[config.mk]
export PLATFORM = sky130hd
export DESIGN_NAME = store_buffer
export DESIGN_NICKNAME = d
export VERILOG_FILES = /design/src/rtl/stbuf_pkg.sv /design/src/rtl/stbuf_match.sv /design/src/rtl/store_buffer.sv
export SDC_FILE = /design/constraint.sdc
export NUM_CORES = 1
export LEC_CHECK = 0
export CAP_MARGIN = 20
export CORE_AREA = 4 4 190 192
export CTS_CLUSTER_SIZE = 20
export DETAILED_ROUTE_END_ITERATION = 7
export DIE_AREA = 0 0 194 196
export GPL_ROUTABILITY_DRIVEN = 0
export HOLD_SLACK_MARGIN = 0.08
export PLACE_DENSITY = 0.77
export SYNTH_ARGS = -nofsm -noshare
export SYNTH_HDL_FRONTEND = slang
export SYNTH_SLANG_ARGS = --single-unit
[constraint.sdc]
create_clock -name clk -period 5.67 [get_ports clk]
set_clock_uncertainty 0.2 [all_clocks]
set_input_delay 1.134 -clock clk [delete_from_list [all_inputs] [get_ports clk]]
set_output_delay 1.134 -clock clk [all_outputs]
set_load 0.01 [all_outputs]
[src/rtl/stbuf_pkg.sv]
// Shared types and defaults for the store buffer slice.
package stbuf_pkg;

  typedef struct packed {
    logic [29:0] waddr;
    logic [31:0] data;
  } sb_entry_t;

  localparam int DEFAULT_DEPTH = 4;

endpackage

[src/rtl/stbuf_match.sv]
// Youngest-first priority matcher: finds the most recently pushed valid
// entry whose word address equals the lookup address.
module stbuf_match
  import stbuf_pkg::*;
#(
  parameter int DEPTH = DEFAULT_DEPTH,
  localparam int PW = $clog2(DEPTH)
) (
  input  sb_entry_t         entries [DEPTH],
  input  logic [DEPTH-1:0]  valid,
  input  logic [PW-1:0]     tail,
  input  logic [29:0]       addr,
  output logic              hit,
  output logic [31:0]       data
);

  logic [PW-1:0] idx;

  // Walk from oldest slot (tail) to youngest (tail-1) so the youngest match wins.
  always_comb begin
    hit  = 1'b0;
    data = '0;
    idx  = '0;
    for (int unsigned k = DEPTH; k >= 1; k--) begin
      idx = tail - PW'(k);
      if (valid[idx] && entries[idx].waddr == addr) begin
        hit  = 1'b1;
        data = entries[idx].data;
      end
    end
  end

endmodule

[src/rtl/store_buffer.sv]
// Posted-write FIFO between core data port and handshaked memory write channel,
// with load forwarding. Optional STBUF_STATS_EN adds store/stall counters.
module store_buffer
  import stbuf_pkg::*;
#(
  parameter int DEPTH = DEFAULT_DEPTH
) (
  input  logic                      clk,
  input  logic                      reset,
  input  logic                      MemWrite,
  input  logic [31:0]               ALUResult,
  input  logic [31:0]               WriteData,
  output logic [31:0]               ReadData,
  output logic                      StoreStall,
  output logic                      mem_wvalid,
  input  logic                      mem_wready,
  output logic [31:0]               mem_waddr,
  output logic [31:0]               mem_wdata,
  output logic [31:0]               mem_raddr,
  input  logic [31:0]               mem_rdata,
  output logic [$clog2(DEPTH):0]    sb_count,
  output logic                      sb_empty
`ifdef STBUF_STATS_EN
  ,
  output logic [31:0]               stat_stores,
  output logic [31:0]               stat_stalls
`endif
);

  localparam int PW = $clog2(DEPTH);
  localparam int CW = PW + 1;

  sb_entry_t        entries [DEPTH];
  logic [PW-1:0]    head, tail;
  logic [CW-1:0]    count;
  logic [DEPTH-1:0] valid;
  logic [PW-1:0]    off;
  logic             full, push, pop, hit;
  logic [31:0]      fwd_data;

  assign full       = (count == CW'(DEPTH));
  assign sb_count   = count;
  assign sb_empty   = (count == '0);
  assign mem_wvalid = !sb_empty;
  assign StoreStall = MemWrite && full && !mem_wready;
  assign push       = MemWrite && !StoreStall;
  assign pop        = mem_wvalid && mem_wready;
  assign mem_waddr  = {entries[head].waddr, 2'b00};
  assign mem_wdata  = entries[head].data;
  assign mem_raddr  = ALUResult & ~32'h3;

  // Occupied slots are the count entries starting at head, modulo DEPTH.
  always_comb begin
    valid = '0;
    off   = '0;
    for (int unsigned i = 0; i < DEPTH; i++) begin
      off      = PW'(i) - head;
      valid[i] = (CW'(off) < count);
    end
  end

  always_ff @(posedge clk) begin
    if (reset) begin
      head  <= '0;
      tail  <= '0;
      count <= '0;
    end else begin
      if (push) tail <= tail + 1'b1;
      if (pop)  head <= head + 1'b1;
      if (push && !pop)      count <= count + 1'b1;
      else if (pop && !push) count <= count - 1'b1;
    end
  end

  // When full with a simultaneous pop, tail == head: the retiring slot is reused.
  always_ff @(posedge clk) begin
    if (push) entries[tail] <= {ALUResult[31:2], WriteData};
  end

  stbuf_match #(.DEPTH(DEPTH)) u_match (
    .entries (entries),
    .valid   (valid),
    .tail    (tail),
    .addr    (mem_raddr[31:2]),
    .hit     (hit),
    .data    (fwd_data)
  );

  assign ReadData = hit ? fwd_data : mem_rdata;

`ifdef STBUF_STATS_EN
  always_ff @(posedge clk) begin
    if (reset) begin
      stat_stores <= '0;
      stat_stalls <= '0;
    end else begin
      if (push && stat_stores != '1)       stat_stores <= stat_stores + 1'b1;
      if (StoreStall && stat_stalls != '1) stat_stalls <= stat_stalls + 1'b1;
    end
  end
`endif

endmodule

# [After elaboration in Yosys (flattened, before gate mapping)]
# Index checks and enable logic that the tools add are counted.
[op_classes] n_addsub=11 order_cmp=14 n_eq_ne=5 muxes=37 n_bitwise=5 reduce_logical=18
[op_table] cell="2-to-1 mux 62 bit" n=11
[op_table] cell="binary-select mux 62 bit (select 2 bit)" n=5
[op_table] cell="bitwise mux 248 bit" n=1
[op_table] cell="2-to-1 mux 32 bit" n=5
[op_table] cell="demux 62 bit (select 2 bit)" n=1
[op_table] cell="equality test 30 bit" n=4
[op_table] cell=">= comparator 3 bit (second input constant)" n=5
[op_table] cell="inverter 2 -> 3 bit" n=5
[op_table] cell="less-than comparator 2 x 3 -> 1 bit" n=4
[op_table] cell="less-than comparator 2 x 3 -> 1 bit (second input constant)" n=4
[op_table] cell="logical AND 1 bit" n=11
[op_table] cell="binary-select mux 1 bit (select 2 bit)" n=4
[op_table] cell="2-to-1 mux 1 bit" n=8
[op_table] cell="2-to-1 mux 3 bit" n=2
[op_table] cell="logical NOT 1 bit" n=5
[op_table] cell="adder 2 x 1 -> 2 bit (second input constant)" n=2
[op_table] cell="subtractor 1 x 2 -> 2 bit (first input constant)" n=2
[op_table] cell="subtractor 2 bit (first input constant)" n=2
[op_table] cell="subtractor 2 bit (second input constant)" n=2
[op_table] cell="adder 3 x 1 -> 3 bit (second input constant)" n=1
[op_table] cell="equality test 3 bit (second input constant)" n=1
[op_table] cell="logical NOT 3 bit" n=1
[op_table] cell="less-than comparator 3 x 1 -> 1 bit (second input constant)" n=1
[op_table] cell="subtractor 3 x 1 -> 3 bit (second input constant)" n=1
[op_table] cell="2 further kinds" n=2
[word_totals] regBits=255 input_bits=100 output_inout_bits=134 elab_cells=101

# [Longest topological paths before layout]
[logic_depth] depth_word=11 mapped_depth=17 mapped_depth_nobuf=11

# [Modules after synthesis]
# Synthesis repeated with hierarchy kept, for this count alone.
[unflattened] hier_cells=1409 hier_area_um2=18534.0
[modules_own_cells] module="store_buffer" instances=1 cells_per_inst=462 area_each_um2=10204.8 seq_area_each_um2=7587.3
[modules_own_cells] module="stbuf_match" instances=1 cells_per_inst=947 area_each_um2=8329.2 seq_area_each_um2=0.0

# [Worst setup path before layout]
# No wires, ideal clock.
[synth_timing] path_kind="register -> output" start="reg head[0]" end="out ReadData[10]" t_arrival_ns=4.506 required_ns=4.336 slack_ns=-0.170 path_stages_with_launch=17 path_buffers=5 cell_sequence="dfxtp_1 -> buf_1 -> clkbuf_1 -> clkbuf_1 -> xnor2_1 -> inv_1 -> ha_1 -> a21oi_1 -> a21oi_1 -> or4_1 -> a2111oi_2 -> and2_1 -> buf_2 -> nor4_2 -> or2_4 -> buf_2 -> o21ai_1"
[synth_via] elab_chain_len=10 word_cells_on_any_way=29 cone_classes="add/sub: 4; order compare: 4; mux: 17; reduce/logical: 4"
[synth_lines] item="start, declared" line_no="store_buffer.sv:34" source="logic [PW-1:0] head, tail;"
[synth_lines] item="start signal, assigned" line_no="store_buffer.sv:69" source="if (pop) head <= head + 1'b1;"
[synth_lines] item="subtractor 1 x 2 -> 2 bit / subtractor 2 bit (equally long branches)" line_no="store_buffer.sv:57" source="off = PW'(i) - head;"
[synth_lines] item="less-than comparator 2 x 3 -> 1 bit" line_no="store_buffer.sv:58" source="valid[i] = (CW'(off) < count);"
[synth_lines] item="binary-select mux 1 bit (select 2 bit)" line_no="stbuf_match.sv:26" source="if (valid[idx] && entries[idx].waddr == addr) begin"
[synth_lines] item="2-to-1 mux 1 bit (implied by the code)" line_no="stbuf_match.sv:26"
[synth_lines] item="logical AND 1 bit" line_no="stbuf_match.sv:26"
[synth_lines] item="2-to-1 mux 32 bit / 2-to-1 mux 1 bit (equally long branches) (4 in a row)" line_no="stbuf_match.sv:26"
[synth_lines] item="2-to-1 mux 32 bit (*)" line_no="store_buffer.sv:89" source="assign ReadData = hit ? fwd_data : mem_rdata;"
[synth_lines] item="end, declared" line_no="store_buffer.sv:13" source="output logic [31:0] ReadData,"
# Mark *: on every way between the ends. The rest lies on a longest branch, timed or not. The select of a mux whose other input is x is not followed.

# [Final worst setup path]
[layout_timing] start="in ALUResult[28]" end="out ReadData[11]"
[layout_via] elab_chain_len=7 word_cells_on_any_way=17 cone_classes="eq/ne: 4; mux: 9; reduce/logical: 4"
[layout_lines] item="start, declared" line_no="store_buffer.sv:11" source="input logic [31:0] ALUResult,"
[layout_lines] item="equality test 30 bit" line_no="stbuf_match.sv:26"
[layout_lines] item="logical AND 1 bit" line_no="stbuf_match.sv:26"
[layout_lines] item="2-to-1 mux 32 bit / 2-to-1 mux 1 bit (equally long branches) (4 in a row)" line_no="stbuf_match.sv:26"
[layout_lines] item="2-to-1 mux 32 bit (*)" line_no="store_buffer.sv:89"
# Mark *: on every way between the ends. The rest lies on a longest branch, timed or not.

==> impl_metrics.csv <==
group,metric,value,unit
global_route,overflow,0,
yosys,seq_area_frac_synth,0.437,
die,die-height,196,um
route,drtAntennaViolNets,0,
sta,finalHoldViolCount,0,
pwr,p_leak,7.53,nW
run,drv_cap,0,
hold_path,hold_path_startpoint,"sb_count[1]$_SDFFE_PP0P_",
run_status,status,"finished with violations",
finish,drive_gt1_frac,0.315,
sta,setup_ws,-10.2,ps
die,rows,68,
critical_path,path_class,"primary input to primary output",
critical_path,path_cells,"clkdlybuf4s50_1, xnor2_1, or4_4, a2111oi_4, and2_4, buf_12, nor4_4, buf_4, clkbuf_16, a221oi_1, o21ai_1, dlygate4sd2_1",
sta,period_needed,5680,ps
die,dieWidth,194,um
critical_path,crit_path_start,"ALUResult[28]",
sta,max_slew_margin,0.254,
yosys,synth_flop_cell,"edfxtp_1",
route,dr.pass1.iters,6,
critical_path,cp_max_fo,10,
route,wl,52.4,mm
clock_network,cts-htree-levels,1,
critical_path,cp_slowest_cell,"or4_4",
sta,fin_crit_sh,1.00,
sta,slew_violations,0,
pwr,p_clk_frac,0.254,
global_route,antenna_found_initial,2,
yosys,ys_types,64,
route,vias,13600,
finish,syn_to_final_growth,28.8,%
hold_path,min-delay-path-class,"register to register",
placed_design,dp_slack,-419,ps
pwr,power_frac_seq,0.330,
die,start_util,0.505,
die,dieArea,38000,um2
finish,fin_util,0.651,
pwr,switching_power,0.00231,W
clock_network,clk_path_buf_depth,3,
clock_network,clock-sinks,255,
global_route,grt_first_pass_wirelength,77.9,mm
placed_design,hpwl,33.7,mm
clock_network,clockRootBuffer,"clkbuf_16",
yosys,syn_area,17400,um2
sta,fmax,176,MHz
route,drt_iter0_drc,1477,
clock_network,cts_tree,"built",
yosys,synth-async-reset-ratio,0,
critical_path,reg2reg_from,"sb_count[0]$_SDFFE_PP0P_",
global_route,grt_usage,0.258,
yosys,syn-instance-count,1382,
critical_path,worstPathArrival,4350,ps
critical_path,crit_path_end_kind,"primary output",
placed_design,port_buffers,227,
pwr,ir_worst_vdd,0.000276,V
critical_path,worstPathRequired,4340,ps
critical_path,slowest_delay,570,ps
yosys,synth.avg_cell_area,12.6,um2
global_route,grt_pass1_vias,13300,
pwr,pwr-share-comb,0.415,
route,via_per_inst,6.39,
die,core,34400,um2
yosys,synth_edf_count,248,
sta,worst_pin_slew,1120,ps
clock_network,path_clk_slew,60,ps
run_status,failed_checks,"setup timing",
pwr,power_density,315,nW/um2
critical_path,cp-start-kind,"primary input",
yosys,synth_seq_cells,255,
sta,rsz0062_at_grt,"yes",
pwr,p_int,0.00474,W
route,drc,0,
clock_network,insertion_delay,540,ps
die,num_io_pins,234,
sta,setup_violations,2,
pwr,switching_share,0.328,
yosys,ys_warn_count,0,
clock_network,cts_buffers,28,
finish,final_net_count,1755,
global_route,grt_max_degree,82,
route,wire_per_inst,24.7,um
## cells in the mapped netlist, types with 8 or more instances
| cell | instances | area, um2 |
|---|---|---|
| o2111ai_1 | 33 | 289 |
| mux2i_1 | 132 | 1320 |
| nand3_1 | 9 | 45.0 |
| buf_1 | 23 | 86.3 |
| nand4_1 | 9 | 56.3 |
| buf_2 | 13 | 65.1 |
| o31ai_1 | 34 | 255 |
| o21ai_1 | 32 | 160 |
| a221oi_1 | 34 | 298 |
| nand2_1 | 75 | 282 |
| nor2_1 | 30 | 113 |
| a21oi_1 | 19 | 95.1 |
| or2_2 | 32 | 200 |
| inv_1 | 8 | 30.0 |
| clkbuf_1 | 66 | 248 |
| xnor2_1 | 100 | 876 |
| ha_1 | 9 | 113 |
| a22oi_1 | 34 | 255 |
| mux4_2 | 94 | 2120 |
| edfxtp_1 | 248 | 7450 |
| xor2_1 | 31 | 272 |
| mux2_2 | 98 | 1100 |
| buf_4 | 41 | 308 |
| buf_6 | 10 | 113 |
| nor4_1 | 15 | 93.8 |
| nor3_1 | 13 | 65.1 |
| o21ai_0 | 72 | 360 |
## layout by cell type, fill, tap and decap left out, types with 28 or more instances in the layout
master,instances
a22oi_1,34
buf_4,122
clkbuf_16,30
clkdlybuf4s50_1,176
edfxtp_1,248
mux2_2,98
mux2i_1,124
mux4_2,94
nand2_1,75
nor2_1,28
o2111ai_1,33
o21ai_0,72
o21ai_1,28
or2_2,32
xnor2_1,93
## registers in the layout, summed over array words and instances (netlist names)
signal    count
head          2
tail          2
sb_count      3
entries     248
## path summary, 6_finish.rpt
| kind | to | slack [ps] | cells past startpoint |
|---|---|---|---|
| setup / recovery | ReadData[11] | -10 | 12 |
| hold / removal | sb_count[1]$_SDFFE_PP0P_ | 380 | 2 |
| setup reg to reg | sb_count[2]$_SDFFE_PP0P_ | 2780 | 8 |
| hold reg to reg | sb_count[1]$_SDFFE_PP0P_ | 380 | 2 |
## what timing repair did
action,CTS,global route
endpoints found under the setup margin,32,32
buffers inserted,8,21
endpoints found under the hold margin,0,0
hold buffers,0,0
gates cloned,3,1
pin swaps,11,15
resized for setup,75,109
## final cells by class
| class | instances | area [um2] |
|---|---|---|
| clock buffers | 40 | 767 |
| inverters | 10 | 37.5 |
| repair buffers | 387 | 3840 |
| well taps | 455 | 569 |
| flip-flops and latches | 255 | 7600 |
| fillers | 2481 | 12000 |
| multi-input cells | 963 | 9430 |
| clock inverters | 11 | 128 |
| diodes | 2 | 5.00 |
## worst max-delay path, delay by kind of cell
kind | cells | cell delay (ps)
buffers and inverters | 5 | 1320
XOR/XNOR | 1 | 190
AND/OR/NAND/NOR | 3 | 830
AO/OA/AOI/OAI | 3 | 880
## routing by layer
metal	vias up	routed length (um)	global-route usage
met5	-	0	0
met4	0	1630	0.0714
met3	120	4640	0.0364
met2	746	25200	0.438
met1	6730	21000	0.353
li1	5972	-	-
## power by group through the flow
stage                     clock network [W]  logic, W  registers [W]
after floorplan                           0   0.00172        0.00233
final                               0.00179   0.00293        0.00233
after CTS                           0.00181   0.00283        0.00232
after global routing                0.00189   0.00310        0.00235
after global placement                    0   0.00272        0.00235
after detailed placement                  0   0.00276        0.00237
## cell families after synthesis
logic type	share of synthesized area
mux	0.261
compound gates	0.113
xor+xnor	0.0660
other cells	0.000216
simple gates	0.0617
fa+ha+maj	0.00763
flops	0.437
buf+inv	0.0528
## metrics by stage
step           cells  hold slack (ps)  area, um2  power, W  setup TNS, ps
3_3_place_gp    2037              403      20600   0.00508         -13830
3_5_place_dp    2037              415      20600   0.00513         -11260
2_1_floorplan   1385              341      17400   0.00405              0
4_1_cts         2099              427      21800   0.00697           -298
6_report        2123              379      22400   0.00705          -17.9
5_1_grt         2123              395      22400   0.00733           -659
(Power assumes the default switching activity.)
